`src/rtl/seven_seg_scan_decoder.sv`:
```
// seven_seg_scan_decoder
//
// Reads back a multiplexed seven-segment display bus and recovers the BCD
// digit and decimal point shown at each display position. The segment and
// enable lines are synchronized first. A pattern is captured only after it
// has been seen unchanged for STABLE_CYCLES synchronized samples, so scan
// transition ghosting is ignored.
//
// Ports:
//   clk          system clock
//   rst          asynchronous, active-high reset
//   seg_in       segment bus, active-low; bit7 = dp, bit6..0 = g..a
//   an_in        digit enables, active-low; bit i selects position i
//   err_clr      synchronous error clear (set has priority)
//   digits_out   BCD digit i at bits [4i+3:4i]
//   dp_out       decoded decimal point per position, 1 = lit
//   digit_valid  position i holds a legal decoded digit
//   frame_valid  one-cycle pulse once every position has been captured
//   error        sticky: illegal segment code or multiple enables seen
module seven_seg_scan_decoder #(
  parameter int unsigned NUM_DIGITS    = 4,
  parameter int unsigned STABLE_CYCLES = 4
) (
  input  logic                    clk,
  input  logic                    rst,
  input  logic [7:0]              seg_in,
  input  logic [NUM_DIGITS-1:0]   an_in,
  input  logic                    err_clr,
  output logic [4*NUM_DIGITS-1:0] digits_out,
  output logic [NUM_DIGITS-1:0]   dp_out,
  output logic [NUM_DIGITS-1:0]   digit_valid,
  output logic                    frame_valid,
  output logic                    error
);

  localparam int unsigned CntW = $clog2(STABLE_CYCLES + 1);
  localparam logic [CntW-1:0] CntStable = CntW'(STABLE_CYCLES);

  typedef enum logic [1:0] {StIdle, StSettling, StHeld} state_e;

  // Two-flop synchronizers; reset to blank with no position enabled.
  logic [7:0]            seg_s1_q, seg_s2_q;
  logic [NUM_DIGITS-1:0] an_s1_q, an_s2_q;

  always_ff @(posedge clk or posedge rst) begin
    if (rst) begin
      seg_s1_q <= '1;
      seg_s2_q <= '1;
      an_s1_q  <= '1;
      an_s2_q  <= '1;
    end else begin
      seg_s1_q <= seg_in;
      seg_s2_q <= seg_s1_q;
      an_s1_q  <= an_in;
      an_s2_q  <= an_s1_q;
    end
  end

  // State and previous-sample registers.
  state_e                state_q, state_d;
  logic [CntW-1:0]       cnt_q, cnt_d;
  logic [7:0]            pat_seg_q;
  logic [NUM_DIGITS-1:0] pat_an_q;

  // Output-side registers.
  logic [4*NUM_DIGITS-1:0] digits_q, digits_d;
  logic [NUM_DIGITS-1:0]   dp_q, dp_d;
  logic [NUM_DIGITS-1:0]   valid_q, valid_d;
  logic [NUM_DIGITS-1:0]   seen_q, seen_d;
  logic                    frame_q, frame_d;
  logic                    err_q, err_d;

  // Enable count of the current synchronized sample.
  logic [3:0] en_cnt;
  logic       one_hot;
  logic       multi_en;
  logic       changed;

  always_comb begin
    en_cnt = '0;
    for (int i = 0; i < NUM_DIGITS; i++) begin
      en_cnt = en_cnt + {3'b000, ~an_s2_q[i]};
    end
  end

  assign one_hot  = (en_cnt == 4'd1);
  assign multi_en = (en_cnt > 4'd1);
  assign changed  = ({an_s2_q, seg_s2_q} != {pat_an_q, pat_seg_q});

  // Settle FSM. Capture fires on the edge after the counter has reached
  // STABLE_CYCLES, using the stored pattern that produced that count.
  logic capture;

  always_comb begin
    state_d = state_q;
    cnt_d   = cnt_q;
    capture = 1'b0;
    unique case (state_q)
      StIdle: begin
        if (one_hot) begin
          state_d = StSettling;
          cnt_d   = CntW'(1);
        end else begin
          cnt_d   = '0;
        end
      end
      StSettling: begin
        capture = (cnt_q == CntStable);
        if (changed) begin
          state_d = one_hot ? StSettling : StIdle;
          cnt_d   = one_hot ? CntW'(1) : '0;
        end else if (cnt_q == CntStable) begin
          // Counter stays saturated while the pattern is held.
          state_d = StHeld;
        end else begin
          cnt_d   = cnt_q + CntW'(1);
        end
      end
      StHeld: begin
        if (changed) begin
          state_d = one_hot ? StSettling : StIdle;
          cnt_d   = one_hot ? CntW'(1) : '0;
        end
      end
      default: begin
        state_d = StIdle;
        cnt_d   = '0;
      end
    endcase
  end

  // Segment-code decode of the stored pattern.
  logic       dec_legal;
  logic [3:0] dec_val;

  always_comb begin
    dec_legal = 1'b1;
    dec_val   = 4'd0;
    case (pat_seg_q[6:0])
      7'h40:   dec_val = 4'd0;
      7'h79:   dec_val = 4'd1;
      7'h24:   dec_val = 4'd2;
      7'h30:   dec_val = 4'd3;
      7'h19:   dec_val = 4'd4;
      7'h12:   dec_val = 4'd5;
      7'h02:   dec_val = 4'd6;
      7'h78:   dec_val = 4'd7;
      7'h00:   dec_val = 4'd8;
      7'h10:   dec_val = 4'd9;
      default: dec_legal = 1'b0;
    endcase
  end

  // Capture datapath. The stored pattern is one-hot whenever capture fires,
  // so the inverted enables directly select the position.
  logic [NUM_DIGITS-1:0] cap_oh;
  logic [NUM_DIGITS-1:0] seen_next;
  logic                  err_set;

  assign cap_oh = ~pat_an_q;

  always_comb begin
    digits_d  = digits_q;
    dp_d      = dp_q;
    valid_d   = valid_q;
    seen_d    = seen_q;
    seen_next = seen_q;
    frame_d   = 1'b0;
    err_set   = multi_en;
    if (capture) begin
      if (dec_legal) begin
        for (int i = 0; i < NUM_DIGITS; i++) begin
          if (cap_oh[i]) begin
            digits_d[4*i +: 4] = dec_val;
            dp_d[i]            = ~pat_seg_q[7];
          end
        end
        valid_d   = valid_q | cap_oh;
        seen_next = seen_q | cap_oh;
        if (&seen_next) begin
          frame_d = 1'b1;
          seen_d  = '0;
        end else begin
          seen_d  = seen_next;
        end
      end else begin
        valid_d = valid_q & ~cap_oh;
        err_set = 1'b1;
      end
    end
    if (err_set) begin
      err_d = 1'b1;
    end else if (err_clr) begin
      err_d = 1'b0;
    end else begin
      err_d = err_q;
    end
  end

  always_ff @(posedge clk or posedge rst) begin
    if (rst) begin
      state_q   <= StIdle;
      cnt_q     <= '0;
      pat_seg_q <= '1;
      pat_an_q  <= '1;
      digits_q  <= '0;
      dp_q      <= '0;
      valid_q   <= '0;
      seen_q    <= '0;
      frame_q   <= 1'b0;
      err_q     <= 1'b0;
    end else begin
      state_q   <= state_d;
      cnt_q     <= cnt_d;
      pat_seg_q <= seg_s2_q;
      pat_an_q  <= an_s2_q;
      digits_q  <= digits_d;
      dp_q      <= dp_d;
      valid_q   <= valid_d;
      seen_q    <= seen_d;
      frame_q   <= frame_d;
      err_q     <= err_d;
    end
  end

  assign digits_out  = digits_q;
  assign dp_out      = dp_q;
  assign digit_valid = valid_q;
  assign frame_valid = frame_q;
  assign error       = err_q;

endmodule

```
`config.mk`:
```
export PLATFORM = sky130hd
export DESIGN_NAME = seven_seg_scan_decoder
export DESIGN_NICKNAME = d
export VERILOG_FILES = /design/src/rtl/seven_seg_scan_decoder.sv
export SDC_FILE = /design/constraint.sdc
export NUM_CORES = 1
export LEC_CHECK = 0
export CAP_MARGIN = 20
export CORE_MARGIN = 2
export CORE_UTILIZATION = 49
export DETAILED_ROUTE_END_ITERATION = 10
export GPL_ROUTABILITY_DRIVEN = 0
export PLACE_DENSITY = 0.75
export SLEW_MARGIN = 10
export SYNTH_ARGS = -nofsm -noshare
export SYNTH_HDL_FRONTEND = slang
export SYNTH_SLANG_ARGS = --single-unit
```
`constraint.sdc`:
```
create_clock -name clk -period 2.25 [get_ports clk]
set_input_delay 0.45 -clock clk [delete_from_list [all_inputs] [get_ports clk]]
set_output_delay 0.45 -clock clk [all_outputs]
set_load 0.01 [all_outputs]
```
==> qor.yml <==
synthesis:
  yosysTopAreaCell: "dfstp_2"
  synth_edf_count: 0
  netlist_instances: 251
  synthFlopType: "dfstp_2"
  yosysWarnings: 0
  syn_area_mm2: 0.003141
  ys_types: 61
  synth.most_common_cell: "dfstp_2"
  synth.avg_cell_area_um2: 12.51
  ys_seq_area_share_pct: 58.01
  netlist.area_leader.share_pct: 30.12
  synth_area_leaders: "dfstp_2 (30%), dfrtp_1 (28%), xor2_1 (3.6%), inv_1 (3.0%), nor2_1 (2.5%)"
  ys_ff_latch: 71
  synth_common_cells: "dfstp_2 (36), dfrtp_1 (35), inv_1 (25)"
  syn_nets: 271
  synthArstFlopShare_pct: 100.0
drt:
  drt-initial-drc-count: 85
  routed_wirelength_um: 5428
  via_count: 2007
  final_antenna_net_count: 0
  drc: 0
  dr.pass1.iters: 4
  avgRoutedWirePerCell_um: 14.36
  vias_per_cell: 5.310
worst_setup_path:
  r2r_cells: 7
  criticalPathCategory: "reg -> reg"
  worstPathRequired_ns: 2.47
  critPathCaptureType: "flip-flop"
  reg2reg_from: "an_s2_q[0]"
  crit_arrival_ns: 2.26
  setup.worst_path.end: "cnt_q[0]"
  setup.worst_path.start_class: "flip-flop"
  reg2reg_to: "cnt_q[0]"
  r2r_slack_ns: 0.21
  cp_max_fo: 3
  cp-startpoint: "an_s2_q[0]"
timing:
  tns_ns: 0
  layout_worst_path_cycle_share_pct: 90.51
  finalSetupViolCount: 0
  max_freq_mhz: 491.0
  fin_ws_ns: 0.2134
  period_needed_ns: 2.037
  slew_violations: 0
  finClkSkew_ns: 0.01551
  hold_viol: 0
  relSlewSlack_pct: 69.89
  fin_hold_ws_ns: 0.3527
  rsz0062_at_grt: "false"
  tightest_slew_ns: 0.4482
grt:
  grt.total_usage_pct: 17.34
  first_global_vias: 1982
  overflow: 0
  grt_max_degree: 72
  grt_pass1_wl_um: 9549
  grt_antenna_before_repair: 0
run_status:
  status: "complete, no violations"
clock_tree:
  htree_levels: 3
  cts_setup_buffers: 0
  cts_buffer_depth: 2
  numCtsBuffers: 9
  clock_sinks: 71
  cts-root-buf: "clkbuf_8"
  ctsResizeCount: 0
  clk_pin_slew_ns: 0.07
  clock_latency_ns: 0.34
  holdBufCountCts: 0
  cts_tree: "built"
place:
  post-dp-hpwl_um: 3892
  port_buffers: 40
  place_ws_ns: 0.1632
die:
  core-area_mm2: 0.006277
  ios: 41
  dieArea_mm2: 0.007065
  fp.dieW_um: 84.06
  initial_core_util_pct: 50.03
  fp.dieH_um: 84.06
  rows: 29
cells_and_area:
  nets: 316
  final_layout_size_suffix_gt1_share_pct: 27.24
  area_growth_syn_to_layout_pct: 21.51
  nFillCells: 507
  n_antenna_cell: 0
power:
  power-per-cell-area_mw_per_mm2: 700.7
  p_leak_nw: 1.596
  peakVddDrop_mv: 0.4943
run:
  cap_violations: 0
min_path:
  min_path_type: "reg -> reg"
-- metal layers --
metal	global-route usage, %	routed length (µm)	vias up
met5	0	0	-
met4	6.452	39	0
met3	5.935	273	4
met2	25.25	2595	56
met1	24.07	2519	986
li1	-	-	961
-- area by class of cell --
type,count,area (µm²),share of cell area (%)
clock inverters,5,82.58,2.164
flip-flops and latches,71,1822,47.74
clock buffers,11,131.4,3.443
well taps,77,96.34,2.525
multi-input cells,146,1155,30.26
inverters,25,93.84,2.459
repair buffers,43,435.4,11.41
-- flip-flops by register name (all words and copies together) (netlist names), named ones only --
| name | flops |
|---|---|
| dp_out | 4 |
| seen_q | 4 |
| an_s2_q | 4 |
| pat_seg_q | 8 |
| seg_s1_q | 8 |
| digits_out | 16 |
| cnt_q | 3 |
| an_s1_q | 4 |
| state_q | 2 |
| pat_an_q | 4 |
| error | 1 |
| frame_valid | 1 |
| seg_s2_q | 8 |
-- worst min-delay path by stage --
stage          slack (ns)           to  cells past startpoint        start
2_1_floorplan        0.35   an_s2_q[0]                      0   an_s1_q[0]
3_3_place_gp         0.35  seg_s2_q[4]                      0  seg_s1_q[4]
3_5_place_dp         0.35   an_s2_q[2]                      0   an_s1_q[2]
4_1_cts              0.36  seg_s2_q[6]                      0  seg_s1_q[6]
5_1_grt              0.36  seg_s2_q[6]                      0  seg_s1_q[6]
6_report             0.35  seg_s2_q[6]                      0  seg_s1_q[6]
-- cells by family (layout without fill, tap and decap cells) --
group | count (synthesis) | in the layout | synth area share [%]
flops | 71 | 71 | 58.01
fa+ha+maj | 6 | 6 | 2.590
compound gates | 59 | 59 | 17.17
buf+inv | 34 | 84 | 5.458
simple gates | 62 | 62 | 11.32
mux | 4 | 4 | 1.275
xor+xnor | 15 | 15 | 4.183
-- critical path: stages (launching register included) --
cell and delay (ns):
dfstp_2 0.39, fa_1 0.53, inv_1 0.04, ha_1 0.17, ha_1 0.27, nor2_1 0.21, a2bb2oi_1 0.10, a221oi_1 0.23
-- cells in the final DEF (no fill, tap or decap), types with 2 or more instances in the layout --
cell	instances
clkdlybuf4s50_1	40
dfstp_2	36
dfrtp_1	35
inv_1	24
nor2_1	21
nand2_1	14
xor2_1	13
clkbuf_8	9
o21ai_0	7
a21oi_1	5
o2bb2ai_1	5
a22oi_1	5
o31ai_1	4
mux2i_1	4
a22o_1	4
a2bb2oi_2	4
ha_1	4
a21oi_2	3
nor3_1	3
nor4_2	3
and2b_1	2
xnor2_1	2
a32o_1	2
a21oi_4	2
a2bb2oi_1	2
or2b_1	2
or2_0	2
and2_1	2
bufinv_16	2
clkbuf_1	2
clkinv_4	2
buf_4	2
-- through the flow --
stage | area [µm²] | util (%) | cells | total power, mW
2_1_floorplan | 3141 | - | 251 | 1.553
3_3_place_gp | 3595 | 57.27 | 362 | 1.616
3_5_place_dp | 3595 | 57.27 | 362 | 1.621
4_1_cts | 3809 | 60.67 | 378 | 2.700
5_1_grt | 3816 | 60.79 | 378 | 2.807
6_report | 3816 | 60.79 | 378 | 2.674
-- power breakdown --
part | internal, mW | total [mW] | switching [mW]
combinational | 0.0940 | 0.198 | 0.104
clock | 0.627 | 1.08 | 0.450
sequential | 1.35 | 1.40 | 0.0521
Power figures use the tool's default switching activity.
